[config.mk]
export PLATFORM = sky130hd
export DESIGN_NAME = refresh_scheduler
export DESIGN_NICKNAME = d
export VERILOG_FILES = /design/src/rtl/refresh_scheduler.sv
export SDC_FILE = /design/constraint.sdc
export NUM_CORES = 1
export LEC_CHECK = 0
export CAP_MARGIN = 20
export CORE_MARGIN = 2
export CORE_UTILIZATION = 25
export CTS_CLUSTER_DIAMETER = 60
export DETAILED_ROUTE_END_ITERATION = 8
export PLACE_DENSITY = 0.46
export SLEW_MARGIN = 20
export SYNTH_ARGS = -nofsm -noshare
export SYNTH_HDL_FRONTEND = slang
export SYNTH_SLANG_ARGS = --single-unit
[constraint.sdc]
create_clock -name clk -period 6.61 [get_ports clk]
set_input_delay 1.322 -clock clk [delete_from_list [all_inputs] [get_ports clk]]
set_output_delay 1.322 -clock clk [all_outputs]
set_load 0.02 [all_outputs]
[src/rtl/refresh_scheduler.sv]
// DRAM refresh scheduler: interval timer, refresh debt, and host/REFRESH arbitration.
// ref_cmd two cycles after debt appears with host quiet and mem_idle; host_grant held low while a refresh is owed and due.
module refresh_scheduler #(
    parameter int TREFI    = 1170,
    parameter int TRFC     = 53,
    parameter int MAX_PEND = 8,
    parameter int CNT_W    = 16
) (
    input  logic                          clk,
    input  logic                          rst,
    input  logic                          en,
    input  logic                          host_req,
    input  logic                          mem_idle,
    output logic                          host_grant,
    output logic                          ref_cmd,
    output logic                          ref_busy,
    output logic                          urgent,
    output logic [$clog2(MAX_PEND+1)-1:0] pending,
    output logic                          overflow
);

    localparam int PW = $clog2(MAX_PEND + 1);

    typedef enum logic [1:0] {IDLE, DRAIN, REF} state_t;

    state_t           state;
    logic [CNT_W-1:0] icnt;
    logic [CNT_W-1:0] trfc;
    logic             tick;
    logic             want_ref;

    assign tick       = en && (icnt == CNT_W'(TREFI - 1));
    assign urgent     = (pending == PW'(MAX_PEND));
    // Debt is serviced when the host is quiet, or unconditionally once it is at its ceiling.
    assign want_ref   = (pending != '0) && (urgent || !host_req);
    assign host_grant = (state == IDLE) && !want_ref && !rst;

    always_ff @(posedge clk) begin
        if (rst) begin
            state    <= IDLE;
            icnt     <= '0;
            trfc     <= '0;
            pending  <= '0;
            overflow <= 1'b0;
            ref_cmd  <= 1'b0;
            ref_busy <= 1'b0;
        end else begin
            if (en) begin
                icnt <= tick ? '0 : icnt + CNT_W'(1);
            end

            // A tick that coincides with ref_cmd cancels out, so it can never overflow.
            case ({tick, ref_cmd})
                2'b10: begin
                    if (pending == PW'(MAX_PEND)) begin
                        overflow <= 1'b1;
                    end else begin
                        pending <= pending + PW'(1);
                    end
                end
                2'b01:   pending <= pending - PW'(1);
                default: ;
            endcase

            ref_cmd <= 1'b0;
            case (state)
                IDLE: begin
                    if (want_ref) begin
                        state <= DRAIN;
                    end
                end
                DRAIN: begin
                    if (mem_idle) begin
                        state    <= REF;
                        ref_cmd  <= 1'b1;
                        ref_busy <= 1'b1;
                        trfc     <= CNT_W'(TRFC - 1);
                    end
                end
                REF: begin
                    if (trfc == '0) begin
                        state    <= IDLE;
                        ref_busy <= 1'b0;
                    end else begin
                        trfc <= trfc - CNT_W'(1);
                    end
                end
                default: state <= IDLE;
            endcase
        end
    end

endmodule
# After elaboration in Yosys (flattened, before gate mapping)
# Index checks and enable logic that the tools add are counted.
# Widths: inputs -> output; s select.
[totals]
input_bits = 5
wordCells = 56
out_inout_bits = 9
reg_bits = 41
[classes]
reduce_logical = 19
muxes = 14
eq_ne = 11
bitwise_logic = 1
addsub = 4
[op_table]
columns = ["operator", "n"]
rows = [
  ["$mux 16", 3],
  ["$pmux 16 s2", 1],
  ["$add 16x1->16 const B", 1],
  ["$eq 16x11->1 const B", 1],
  ["$logic_not 16->1", 1],
  ["$sub 16x1->16 const B", 1],
  ["$ne 2x2->1 const B", 5],
  ["$reduce_and 3->1", 3],
  ["$pmux 4 s2", 1],
  ["$mux 2", 3],
  ["$pmux 2 s3", 1],
  ["$add 4x1->4 const B", 1],
  ["$eq 2x1->1 const B", 2],
  ["$eq 2x2->1 const B", 2],
  ["$eq 4x4->1 const B", 1],
  ["$logic_and 1x1->1", 4],
  ["$mux 4", 1],
  ["$reduce_and 2->1", 2],
  ["$reduce_bool 2->1", 2],
  ["$reduce_bool 4->1", 1],
  ["$sub 4x1->4 const B", 1],
  ["$logic_not 1->1", 3],
  ["$mux 1", 3],
  ["$logic_not 2->1", 1],
  ["other kinds (4)", 4],
]

# Depth between registers and ports, before layout
[depth]
word_depth = 6
depth_mapped = 11
mapped_depth_nobuf = 11

# Least setup slack after synthesis
# OpenSTA, ideal clock, no wires.
[synth_path]
path_type = "input port to output port"
startpoint = "input port rst"
endpoint = "output port host_grant"
t_arrival_ns = 2.396
setup_slack_ns = 2.892
path_stages = 3
t_required_ns = 5.288
n_path_buf = 2
cell_sequence = "clkbuf_1 > clkbuf_1 > nor4_1"
[synth_via]
elab_chain_len = 2
[synth_lines]
columns = ["element", "line", "rtl"]
rows = [
  ["from (decl)", "10", "input logic rst,"],
  ["$logic_not 1->1", "36", "assign host_grant = (state == IDLE) && !want_ref && !rst;"],
  ["$logic_and 1x1->1", "36", ""],
  ["to (decl)", "14", "output logic host_grant,"],
]
# No other way between the ends.

# Worst setup path in the final report
# Same ends and word-level chain as after synthesis.

==> out/results.txt <==
Max VDD drop: 0.1015 mV
DR vias: 1,930
Remaining Overflow, GRT: 0
Most frequent cells in the layout: dfxtp_1 (41), nor2_1 (27), nand2_1 (21)
Final Slew Violations: 0
CP startpoint: rst
Post-synth EDFFs: 0
Critical path required time: 5290 ps
Worst setup EP type: output pin
Leakage: 0.8258 nW
Total Wirelength: 4.991 mm
PwrDens: 176.2 nW/um^2
Antenna violations before repair: 0
Largest net degree at the start of global routing: 27
DR iter-0 viols: 46
Post-DP HPWL: 3.461 mm
Predominant post-synthesis flop cell: dfxtp_1
Final Non-Filler Cells: 384
Status: finished clean
Post-CTS Setup Bufs: 0
Synth area leader: dfxtp_1
Yosys Warn Count: 0
Maximum clock insertion buffer count: 2
Sequential element share of the synthesized area: 37.13%
Remaining DRCs: 0
Global-route usage over all layers: 10.76%
Crit path launch type: primary input
Largest fanout on the critical path: 26
Arrival time of the worst setup path: 2850 ps
Worst-path clk slew: 70 ps
Hold buffers post-CTS: 0
Die span in y: 98.04 um
Number of global-route vias before repair: 1,793
Sw power: 100.6 uW
Fill count: 962
Die width: 98.04 um
WL/cell: 13.00 um
Kind of critical path: in2out
Routability congestion estimate from global placement: 0.7643
Core Rows: 34
Share of cells above drive strength 1: 4.710%
RSZ-0062 raised after global routing: false
# Max-Cap Violations: 0
Synth area leaders: dfxtp_1 (37%), nor2_1 (4.6%), xnor2_1 (4.4%)
Yosys reg bits: 41
Final period util: 63.17%
Slew @ Worst Pin: 605.4 ps
Hold path startpoint: overflow$_SDFFE_PP0P_
Core area: 8636 sq um
Clk pwr share: 38.0%
Fmax: 0.2395 GHz
Synth-to-layout area growth: 13.24%
Cells after Synth: 268
Global-route wire length before repair: 8.680 mm
Worst skew pair latency: 290 ps
H-tree depth: 2
Clk_skew: 10.02 ps
Logic pwr share: 5.1%
CTS resizes: 0
Port buffer count: 13
Count of unique library cells instantiated by Yosys: 46
# setup viols final: 0
Critical R2R Launch: icnt[0]$_SDFFE_PP0P_
Most common cell after layout, fill and taps aside: dfxtp_1
Syn Nets: 278
CTS root buf: clkbuf_8
CTS tree: done
Final net count: 286
Syn Area/Cell: 8.250 sq um
Total CTS buffers: 5
Worst Hold Class: reg2reg
Sw Share: 22.81%
Final ANT Viol Nets: 0
ANT cells: 0
Die ar.: 9612 sq um
Relative max-transition margin: 59.27%
Clk sink count: 41
Io pins: 14
Fin. Hold Viols: 0
Top cell type's share of synthesized area: 37.13%
Tmin final: 4176 ps
Post-Place Cells: 377
Power Internal: 340.6 uW
Initial Util: 25.60%
First-pass DRT Iterations: 4
Reg power frac: 56.9%
Vias per std cell: 5.026
Async S/R FF share, synth: 0%
Setup TNS: 0 ps
Post-Syn Area: 2211 sq um
-- power groups by stage --
stage	Clock (mW)	Sequential, mW	Combinational, mW
after floorplan	0	0.256	0.0156
after global placement	0	0.257	0.0228
after detailed placement	0	0.257	0.0228
after CTS	0.177	0.251	0.0229
after global routing	0.187	0.252	0.0251
final	0.168	0.251	0.0226
-- area by class of cell --
class | count | area (sq um) | share of cell area [%]
Clock buffer | 7 | 86.33 | 3.448
Sequential cell | 41 | 820.8 | 32.78
Inverter | 9 | 33.78 | 1.349
Tap cell | 108 | 135.1 | 5.397
Multi-Input combinational cell | 205 | 1290 | 51.52
Timing Repair Buffer | 14 | 137.6 | 5.497
-- sequential cells by signal, indices dropped and copies added (netlist names) --
register	cells
state	2
ref_busy	1
trfc	16
icnt	16
overflow	1
pending	4
ref_cmd	1
-- cell families after synthesis --
logic type	count (synthesis)	share of synthesized area, %
flops	41	37.13
compound gates	47	13.92
fa+ha+maj	5	2.830
xor+xnor	14	5.546
mux	1	0.4528
buf+inv	22	4.527
simple gates	138	35.60
-- per-stage QoR --
stage	area [sq um]	total power [mW]	utilization (%)	worst slack (ps)	hold WS (ps)
3_5_place_dp	2417	0.2798	27.99	2447	468.4
3_3_place_gp	2417	0.2797	27.99	2433	476.9
5_1_grt	2504	0.4641	28.99	2366	534.4
2_1_floorplan	2211	0.2716	-	2892	457.3
4_1_cts	2504	0.4507	28.99	2424	486.5
6_report	2504	0.4413	28.99	2434	474.9
-- worst paths after layout --
kind | endpoint | slack [ps] | cells after the start
setup reg to reg | pending[2]$_SDFFE_PP0P_ | 4090 | 9
setup / recovery | host_grant | 2430 | 4
hold / removal | overflow$_SDFFE_PP0P_ | 470 | 2
hold reg to reg | overflow$_SDFFE_PP0P_ | 470 | 2
-- worst max-delay path, stage by stage --
cell and delay, ps:
clkdlybuf4s50_1 390, buf_4 220, nor4_1 260, clkdlybuf4s50_1 650
-- synthesized netlist by cell type (5+ instances only) --
cell / instances
o21ai_0: 9
clkbuf_1: 7
nand4_1: 12
or3_1: 9
ha_1: 5
a21oi_1: 14
dfxtp_1: 41
nor2_1: 27
o31ai_1: 5
nor4_1: 11
inv_1: 9
nand3_1: 9
xnor2_1: 11
nor3_1: 13
or4_1: 8
nand2_1: 21
-- metal layers --
| metal | vias up | wire (um) | track usage, % |
|---|---|---|---|
| met5 | - | 0 | 0 |
| met4 | 0 | 77 | 4.274 |
| met3 | 6 | 102 | 2.291 |
| met2 | 19 | 2132 | 15.75 |
| met1 | 889 | 2678 | 15.36 |
| li1 | 1016 | - | - |
Power figures use the tool's default switching activity.
